$ cat config.mk
export PLATFORM = sky130hd
export DESIGN_NAME = add_tree_mult_bcd
export DESIGN_NICKNAME = d
export VERILOG_FILES = /design/src/rtl/add_tree_mult_bcd.sv
export SDC_FILE = /design/constraint.sdc
export NUM_CORES = 1
export LEC_CHECK = 0
export ABC_CLOCK_PERIOD_IN_PS = 2100
export CAP_MARGIN = 10
export CORE_ASPECT_RATIO = 0.8
export CORE_MARGIN = 2
export CORE_UTILIZATION = 57
export CTS_BUF_LIST = sky130_fd_sc_hd__clkbuf_8
export DETAILED_ROUTE_END_ITERATION = 10
export HOLD_SLACK_MARGIN = 0.08
export PLACE_DENSITY = 0.82
export SYNTH_ARGS = -nofsm -noshare
export SYNTH_HDL_FRONTEND = slang
export SYNTH_SLANG_ARGS = --single-unit
export TNS_END_PERCENT = 30
$ cat constraint.sdc
create_clock -name clk_10kHz -period 2.1 [get_ports clk_10kHz]
set_clock_uncertainty 0.2 [all_clocks]
set_input_delay 0.42 -clock clk_10kHz [delete_from_list [all_inputs] [get_ports clk_10kHz]]
set_output_delay 0.42 -clock clk_10kHz [all_outputs]
set_load 0.02 [all_outputs]
$ cat src/rtl/add_tree_mult_bcd.sv
// add_tree_mult_bcd: unsigned W x W multiplier.
// The product is formed in a registered binary add tree (one level per clock)
// and then converted to packed BCD by a shift-add-3 (double-dabble) sequencer.
// One transaction is in flight at a time. Results hold until the next one completes.
module add_tree_mult_bcd #(
   parameter int W  = 8,
   parameter int LV = 3,
   parameter int D  = 5
) (
   input  logic             clk_10kHz,
   input  logic             clrn,
   input  logic [W-1:0]     a,
   input  logic [W-1:0]     b,
   input  logic             in_valid,
   output logic             in_ready,
   output logic [2*W-1:0]   p,
   output logic [4*D-1:0]   p_bcd,
   output logic             bcd_ovf,
   output logic             out_valid
);
   localparam int PW = 2 * W;
   localparam int CW = $clog2(PW + 1);

   // Elaboration-time parameter sanity: the tree shape depends on LV == log2(W)
   if (LV != $clog2(W) || W < 4 || W > 16 || (W & (W - 1)) != 0) begin : g_param_chk
      $error("add_tree_mult_bcd: W must be a power of two in 4..16 and LV == log2(W)");
   end

   typedef enum logic [1:0] {S_IDLE, S_TREE, S_CONV, S_DONE} state_t;

   state_t            r_state, w_next;
   logic [W-1:0]      r_a, r_b;
   logic [CW-1:0]     r_cnt;
   logic [PW-1:0]     r_prod, r_bin;
   logic [4*D-1:0]    r_bcd, w_adj;
   logic              r_ovf;
   logic [PW-1:0]     r_p;
   logic [4*D-1:0]    r_p_bcd;
   logic              r_bcd_ovf, r_out_valid;
   logic              w_in_ready, w_acc;
   logic [PW-1:0]     w_prod;

   assign w_acc = in_valid & w_in_ready;

   // State register
   always_ff @(posedge clk_10kHz or negedge clrn) begin
      if (!clrn) r_state <= S_IDLE;
      else       r_state <= w_next;
   end

   // Next state: TREE runs LV+2 edges (partials, LV levels, load), CONV runs 2W steps
   always_comb begin
      w_next = r_state;
      case (r_state)
         S_IDLE: if (w_acc) w_next = S_TREE;
         S_TREE: if (r_cnt == '0) w_next = S_CONV;
         S_CONV: if (r_cnt == CW'(1)) w_next = S_DONE;
         S_DONE: w_next = S_IDLE;
         default: w_next = S_IDLE;
      endcase
   end

   // Handshake output: operands are taken only when idle
   always_comb begin
      w_in_ready = (r_state == S_IDLE);
   end

   // Latch operands at accept; later changes on a/b are ignored
   always_ff @(posedge clk_10kHz or negedge clrn) begin
      if (!clrn) begin
         r_a <= '0;
         r_b <= '0;
      end else if (w_acc) begin
         r_a <= a;
         r_b <= b;
      end
   end

   // Add tree: level 0 holds W shifted partial products, level l holds W>>l sums
   for (genvar l = 0; l <= LV; l++) begin : g_lvl
      localparam int N = W >> l;
      logic [N-1:0][PW-1:0] r_s;
      if (l == 0) begin : g_pp
         // Partial products pp_i = (b[i] ? a : 0) << i
         always_ff @(posedge clk_10kHz or negedge clrn) begin
            if (!clrn) r_s <= '0;
            else if (r_state == S_TREE)
               for (int i = 0; i < N; i++)
                  r_s[i] <= r_b[i] ? (PW'(r_a) << i) : '0;
         end
      end else begin : g_add
         // Pairwise sums of the previous level; 2W bits never overflow
         always_ff @(posedge clk_10kHz or negedge clrn) begin
            if (!clrn) r_s <= '0;
            else if (r_state == S_TREE)
               for (int j = 0; j < N; j++)
                  r_s[j] <= g_lvl[l-1].r_s[2*j] + g_lvl[l-1].r_s[2*j+1];
         end
      end
   end

   assign w_prod = g_lvl[LV].r_s[0];

   // Double-dabble add-3 correction on every digit >= 5
   always_comb begin
      w_adj = r_bcd;
      for (int i = 0; i < D; i++)
         if (r_bcd[4*i +: 4] >= 4'd5) w_adj[4*i +: 4] = r_bcd[4*i +: 4] + 4'd3;
   end

   // Phase counter and converter: load the product on the last TREE edge, then shift 2W times
   always_ff @(posedge clk_10kHz or negedge clrn) begin
      if (!clrn) begin
         r_cnt  <= '0;
         r_prod <= '0;
         r_bin  <= '0;
         r_bcd  <= '0;
         r_ovf  <= 1'b0;
      end else begin
         case (r_state)
            S_IDLE: if (w_acc) r_cnt <= CW'(LV + 1);
            S_TREE: begin
               if (r_cnt == '0) begin
                  r_prod <= w_prod;
                  r_bin  <= w_prod;
                  r_bcd  <= '0;
                  r_ovf  <= 1'b0;
                  r_cnt  <= CW'(PW);
               end else begin
                  r_cnt <= r_cnt - CW'(1);
               end
            end
            S_CONV: begin
               // Bit leaving digit D-1 means the value no longer fits in D digits
               r_bcd <= {w_adj[4*D-2:0], r_bin[PW-1]};
               r_ovf <= r_ovf | w_adj[4*D-1];
               r_bin <= r_bin << 1;
               r_cnt <= r_cnt - CW'(1);
            end
            default: ;
         endcase
      end
   end

   // Result registers: updated only on the DONE edge, out_valid is a one-cycle pulse
   always_ff @(posedge clk_10kHz or negedge clrn) begin
      if (!clrn) begin
         r_p         <= '0;
         r_p_bcd     <= '0;
         r_bcd_ovf   <= 1'b0;
         r_out_valid <= 1'b0;
      end else begin
         r_out_valid <= (r_state == S_DONE);
         if (r_state == S_DONE) begin
            r_p       <= r_prod;
            r_p_bcd   <= r_bcd;
            r_bcd_ovf <= r_ovf;
         end
      end
   end

   assign in_ready  = w_in_ready;
   assign p         = r_p;
   assign p_bcd     = r_p_bcd;
   assign bcd_ovf   = r_bcd_ovf;
   assign out_valid = r_out_valid;

endmodule

==> flow_metrics.env, run 1 <==
export IMPL_cell_internal_pwr_mw=14.9
export IMPL_r2r_worst_path_cells=8
export IMPL_synth_seq_cells=259
export IMPL_tritoncts_clock_tree="built"
export IMPL_fmax_mhz=463
export IMPL_cp_max_fo=3
export IMPL_avgViaCountPerCell=5.96
export IMPL_yosys_most_used_dff="dfrtp_1"
export IMPL_multi_input_gate_area_mm2=0.00589
export IMPL_ys_top_cells_by_area="dfrtp_1, mux2_2, ha_1"
export IMPL_synthToLayoutAreaGrowth_pct=22.8
export IMPL_asyncSetResetFlopFracSynth_pct=100
export IMPL_grt_max_degree=84
export IMPL_grt_pass1_vias=9039
export IMPL_diodes=0
export IMPL_wire_length_of_the_first_global_routing_pass_um=45500
export IMPL_synth_seq_area_share_pct=52.2
export IMPL_finalSetupViolCount=9
export IMPL_worst_path_max_delay_cell="dfrtp_1"
export IMPL_clock_tree_htree_level_count=2
export IMPL_leakage_nw=7.29
export IMPL_crit_path_cell_trace="ha_2 -> inv_2 -> fa_2 -> nor2b_2 -> o31a_1 -> o41ai_2 -> xnor2_1 -> mux2_2"
export IMPL_finalHoldViolations=0
export IMPL_final_critical_path_share_of_the_clock_period_pct=103
export IMPL_rsz_0062_raised_after_global_routing="true"
export IMPL_drc_markers=0
export IMPL_nNetsFinal=1293
export IMPL_routed_via_count=8946
export IMPL_io_pins=58
export IMPL_cp_num_buf_inv=1
export IMPL_grt_antenna_before_repair=0
export IMPL_globalRoute_totalOverflow=0
export IMPL_timing_critical_path_max_delay_family="compound AO/OA/AOI/OAI gates"
export IMPL_syn_cell_area_mm2=0.0124
export IMPL_part_of_the_total_power_dissipated_in_combinational_logic_pct=47.5
export IMPL_cp_data_required_time_ns=2.33
export IMPL_drt_wirelength_per_cell_um=18.9
export IMPL_gr_usage_all_layers_pct=24.7
export IMPL_insertion_delay_ns=0.55
export IMPL_synth_warning_count=0
export IMPL_synth_cell_type_count=56
export IMPL_fp_coreArea_mm2=0.0215
export IMPL_hpwlAfterDp_um=17900
export IMPL_row_count=48
export IMPL_drt_iter0_drc=838
export IMPL_dieArea_mm2=0.0230
export IMPL_regArea_mm2=0.00648
export IMPL_seqPwrFrac_pct=34.9
export IMPL_gp_routability_congestion=0.848
export IMPL_hold_path_class="primary input to asynchronous set/reset pin"
export IMPL_cellPowerDensity_mw_per_mm2=1590
export IMPL_postRouteWirelength_um=28400
export IMPL_drive_above_1_share_pct=29.1
export IMPL_starting_utilization_of_the_core_area_pct=57.8
export IMPL_tritoncts_num_sinks=259
export IMPL_worstSetupStartpoint="g_lvl[1].r_s[38]"
export IMPL_max_slew_worst_pin_slew_ns=0.501
export IMPL_dr_pass1_iterations=7
export IMPL_timing_final_ws_setup_ns=-0.0610
export IMPL_netlist_top_cell_by_area="dfrtp_1"
export IMPL_final_period_minus_worst_setup_slack_ns=2.16
export IMPL_power_share_switching_pct=38.7
export IMPL_clk_pin_slew_ns=0.07
export IMPL_power_share_of_the_clock_group_pct=17.6
export IMPL_cpPeakStageDelay_ns=0.39
export IMPL_final_max_slew_viol_count=0
export IMPL_timing_critical_path_from_type="flop"
export IMPL_totalNegativeSetupSlack_ns=-0.118
export IMPL_syn_nets=1144
export IMPL_portBuffers=57
export IMPL_cp_arrival_ns=2.39
export IMPL_regToRegSetupSlack_ns=-0.06
export IMPL_cts_root_buffer="clkbuf_8"
export IMPL_number_of_cts_inserted_buffers=41
export IMPL_ir_worst_vdd_v=0.000861
export IMPL_drtAntennaViolNets=0
export IMPL_synth_edf_count=0
export IMPL_fillerInstances=1409
export IMPL_timing_critical_path_to="g_lvl[2].r_s[30]"
export IMPL_p_sw_mw=9.38
export IMPL_violations="negative setup slack"
export IMPL_rr_endpoint="g_lvl[2].r_s[30]"
export IMPL_status="finished with violations"
export IMPL_clk_path_buf_depth=3
export IMPL_syn_area_per_cell_um2=11.9
export IMPL_relSlewSlack_pct=66.6
export IMPL_die_width_um=169
export IMPL_dpl_worst_slack_ns=-0.128
export IMPL_portion_of_synthesized_cell_area_occupied_by_the_leading_cell_type_pct=52.2
export IMPL_die_y_um=136
export IMPL_critical_path_endpoint_type="flop"
export IMPL_path_class="flop to flop"
export IMPL_timing_critical_path_depth=8
export IMPL_timing_max_cap_violations=0
export IMPL_syn_instance_count=1048
export IMPL_r2r_start="g_lvl[1].r_s[38]"
-- cells in the final DEF, fill, tap and decap left out, types with 21 or more instances in the layout --
master / netlist / layout
a22o_1: 59 / 59
clkbuf_8: 0 / 53
a21oi_1: 56 / 45
mux2_2: 118 / 117
inv_1: 54 / 60
dlygate4sd2_1: 0 / 38
buf_4: 0 / 83
nand2_1: 46 / 46
dfrtp_1: 259 / 257
nor2_1: 34 / 33
o21ai_1: 21 / 21
xnor2_1: 34 / 34
o21ai_0: 36 / 32
ha_1: 70 / 55
-- flip-flops by register name, summed over array words and instances, names as in the netlist, 2 cells and up --
register / count
g_lvl.r_s: 145
p: 16
p_bcd: 20
r_a: 8
r_b: 8
r_bcd: 20
r_bin: 16
r_cnt: 5
r_prod: 16
r_state: 2
-- per-layer routing --
layer	track usage [%]	up-vias	part of all wire (%)
met3	3.84	57	5.1
met2	40.6	250	48
met1	34.4	4544	45
met4	7.79	0	2.2
met5	0	-	0
li1	-	4095	-
-- worst min path at each step --
| stage | slack, ns | cells past startpoint | endpoint | startpoint |
|---|---|---|---|---|
| floorplan | -0.08 | 0 | bcd_ovf | clrn |
| global placement | 0.16 | 1 | g_lvl[0].r_s[56] | clrn |
| detailed placement | 0.16 | 1 | r_b[3] | clrn |
| CTS | 0.18 | 2 | g_lvl[1].r_s[25] | clrn |
| global route | 0.21 | 2 | g_lvl[0].r_s[37] | clrn |
| finish | 0.18 | 2 | g_lvl[0].r_s[55] | clrn |
-- power by group through the flow --
stage               Sequential [mW]  Combinational (mW)  Clock [mW]
detailed placement             8.40                10.4           0
floorplan                      8.00                7.07           0
global route                   8.67                12.6        4.57
finish                         8.46                11.5        4.28
CTS                            8.36                10.7        4.37
global placement               8.34                10.0           0
-- synthesized netlist by cell type, drive strengths merged, types with 11 or more instances --
| cell type | n |
|---|---|
| a22o | 59 |
| a21o | 13 |
| clkbuf | 33 |
| buf | 21 |
| nand2 | 48 |
| nor2 | 35 |
| xnor2 | 34 |
| o211ai | 15 |
| inv | 55 |
| mux2 | 120 |
| xor2 | 13 |
| a222oi | 15 |
| ha | 70 |
| a21oi | 56 |
| dfrtp | 259 |
| nor3 | 11 |
| nand3 | 19 |
| nand2b | 16 |
| o21ai | 58 |
-- what timing repair did --
item,4_1_cts,5_1_grt
hold endpoints to repair,259,0
pin swaps,17,31
hold buffers,1,0
resized for setup,68,53
gates cloned,0,2
setup buffers,5,12
endpoints found under the setup margin,109,85
-- area by class of cell --
class	count	area share (%)
sequential	259	42.5
multi-input combinational	682	38.6
timing repair buffer	158	9.90
clock buffer	53	4.78
tap	275	2.26
inverter	55	1.37
clock inverter	18	0.574
-- per-stage QoR --
| step | power [mW] | instance area, µm² | util [%] | cells | hold slack [ns] |
|---|---|---|---|---|---|
| 2_1_floorplan | 15.1 | 12400 | - | 1048 | -0.0756 |
| 3_3_place_gp | 18.4 | 14000 | 65.0 | 1409 | 0.156 |
| 3_5_place_dp | 18.9 | 14000 | 65.0 | 1409 | 0.159 |
| 4_1_cts | 23.4 | 14900 | 69.3 | 1486 | 0.183 |
| 5_1_grt | 25.8 | 15300 | 71.0 | 1500 | 0.213 |
| 6_report | 24.3 | 15300 | 71.0 | 1500 | 0.177 |
-- logic make-up (layout without fill, tap and decap cells) --
group	after synthesis	in the layout	synth area share (%)
DFF	259	259	52.2
muxes	122	122	11.0
AOI/OAI and AO/OA	272	274	15.4
and+or+nand+nor	162	162	6.46
buffers and inverters	109	284	3.49
adders and majority gates	77	77	8.18
xor gates and xnor gates	47	47	3.31
(Power assumes the default switching activity.)
==> inputs of run 2 (changes only) <==
GPL_TIMING_DRIVEN = 0   (was unset)
==> run 2 against run 1 <==
Net effect: largest cell class unchanged; die area did not move; fmax shrank 4.7%; non-clock buffer count is 9 higher; worst setup slack got worse by 0.11 ns; the flow still finishes with violations (negative setup slack); first-iteration DRC count is 12% higher; sequential power fell by 1%.
==> flow_metrics.env, run 2 (synthesized netlist as in run 1, its figures left out) <==
export IMPL_post_dp_area_mm2=0.0134
export IMPL_largest_register_ffs=145
export IMPL_fmax_mhz=441
export IMPL_dr_pass1_iterations=7
export IMPL_timing_critical_path_max_delay_family="simple AND/OR/NAND/NOR gates"
export IMPL_avgViaCountPerCell=6.25
export IMPL_largest_register="g_lvl.r_s"
export IMPL_gp_routability_congestion=0.914
export IMPL_diodes=0
export IMPL_synthToLayoutAreaGrowth_pct=24.4
export IMPL_timing_final_ws_setup_ns=-0.168
export IMPL_final_max_slew_viol_count=0
export IMPL_starting_utilization_of_the_core_area_pct=57.8
export IMPL_grt_pass1_vias=9031
export IMPL_drive_above_1_share_pct=31.4
export IMPL_cts_root_buffer="clkbuf_8"
export IMPL_cp_data_required_time_ns=2.33
export IMPL_tritoncts_clock_tree="built"
export IMPL_final_period_minus_worst_setup_slack_ns=2.27
export IMPL_postRouteWirelength_um=32600
export IMPL_fp_coreArea_mm2=0.0215
export IMPL_dieArea_mm2=0.0230
export IMPL_io_pins=58
export IMPL_die_y_um=136
export IMPL_clk_path_buf_depth=3
export IMPL_hold_path_class="primary input to asynchronous set/reset pin"
export IMPL_clk_pin_slew_ns=0.07
export IMPL_portBuffers=57
export IMPL_grt_max_degree=117
export IMPL_ir_worst_vdd_v=0.000835
export IMPL_final_cell_mix="dfrtp_1, mux2_2, inv_1, a22o_1, buf_4"
export IMPL_final_standard_cell_count_with_taps_included_and_fillers_excluded=1506
export IMPL_globalRoute_totalOverflow=0
export IMPL_leakage_nw=7.33
export IMPL_violations="negative setup slack"
export IMPL_rsz_0062_raised_after_global_routing="true"
export IMPL_cellPowerDensity_mw_per_mm2=1660
export IMPL_finalHoldViolations=0
export IMPL_drc_markers=0
export IMPL_gr_usage_all_layers_pct=26.7
export IMPL_nNetsFinal=1300
export IMPL_timing_max_cap_violations=0
export IMPL_drt_wirelength_per_cell_um=21.7
export IMPL_timing_critical_path_from_type="flop"
export IMPL_cp_max_fo=5
export IMPL_status="finished with violations"
export IMPL_finalSetupViolCount=46
export IMPL_hpwlAfterDp_um=19900
export IMPL_path_class="flop to flop"
export IMPL_clock_tree_htree_level_count=2
export IMPL_final_critical_path_share_of_the_clock_period_pct=108
export IMPL_stdcell_area_mm2=0.0155
export IMPL_cp_num_buf_inv=3
export IMPL_cpPeakStageDelay_ns=0.48
export IMPL_grt_antenna_before_repair=0
export IMPL_insertion_delay_ns=0.56
export IMPL_die_width_um=169
export IMPL_relSlewSlack_pct=58.1
export IMPL_drt_iter0_drc=941
export IMPL_cp_arrival_ns=2.50
export IMPL_wire_length_of_the_first_global_routing_pass_um=48100
export IMPL_tritoncts_num_sinks=259
export IMPL_worst_path_max_delay_cell="or4b_4"
export IMPL_critical_path_endpoint_type="flop"
export IMPL_routed_via_count=9408
export IMPL_row_count=48
export IMPL_max_slew_worst_pin_slew_ns=0.629
export IMPL_post_place_cells=1382
export IMPL_crit_path_cell_trace="inv_2 -> ha_4 -> or4b_4 -> nand2_4 -> o21ai_4 -> buf_6 -> a222oi_1 -> inv_1"
export IMPL_layout_commonest_cell="dfrtp_1"
export IMPL_number_of_cts_inserted_buffers=41
export IMPL_drtAntennaViolNets=0
-- run 2: worst reg2reg max path, stage by stage, from the launching register on --
cell and delay (ns):
dfrtp_1 0.40, inv_2 0.09, ha_4 0.14, or4b_4 0.48, nand2_4 0.10, o21ai_4 0.11
buf_6 0.16, a222oi_1 0.35, inv_1 0.11
-- run 2: path summary, 6_finish.rpt --
path                           from               end  slack (ns)  cells after the start
max                        r_cnt[1]          r_bin[8]       -0.17                      8
min                            clrn  g_lvl[0].r_s[39]        0.14                      2
max reg2reg                r_cnt[1]          r_bin[8]       -0.17                      8
min reg2reg                r_bin[4]          r_bin[5]        0.28                      2
max in group asynchronous      clrn        r_state[1]        0.27                      4
min in group clk_10kHz         a[6]            r_a[6]        0.27                      2
-- run 2: stage by stage --
stage	TNS (ns)	power [mW]	setup WS [ns]	hold slack (ns)	utilization (%)
6_report	-3.56	25.6	-0.168	0.140	71.9
5_1_grt	-7.74	26.9	-0.252	0.187	71.9
4_1_cts	-1.09	23.4	-0.128	0.169	68.1
3_5_place_dp	-91.52	18.2	-0.796	0.153	62.4
3_3_place_gp	-2754.48	17.8	-10.35	0.261	62.1
2_1_floorplan	-0.00314	15.1	-0.00173	-0.0756	-
-- run 2: report_power, final --
| group | internal [mW] | switching, mW |
|---|---|---|
| clock | 2.55 | 2.02 |
| combinational | 5.99 | 6.66 |
| sequential | 6.86 | 1.51 |
-- run 2: layer usage --
layer	up-vias	track usage, %	share of wire, %
met5	-	0	0
met4	0	7.26	2.3
met3	84	4.16	7.1
met2	415	42.1	48
met1	4797	38.9	43
li1	4112	-	-
-- run 2: final cells by class --
type,instances,area [µm²]
buffer,48,358
clock inverter,19,160
multi-input combinational,680,6090
timing repair buffer,119,1110
tap,275,344
inverter,55,211
sequential,259,6480
fill,1384,6050
clock buffer,51,702
-- run 2: timing repair --
action,in CTS,in global routing
pin swaps,34,54
hold buffers,1,0
setup buffers,19,37
setup endpoints to repair,275,298
cloned,1,3
hold endpoints to repair,143,0
gates resized for setup,135,129
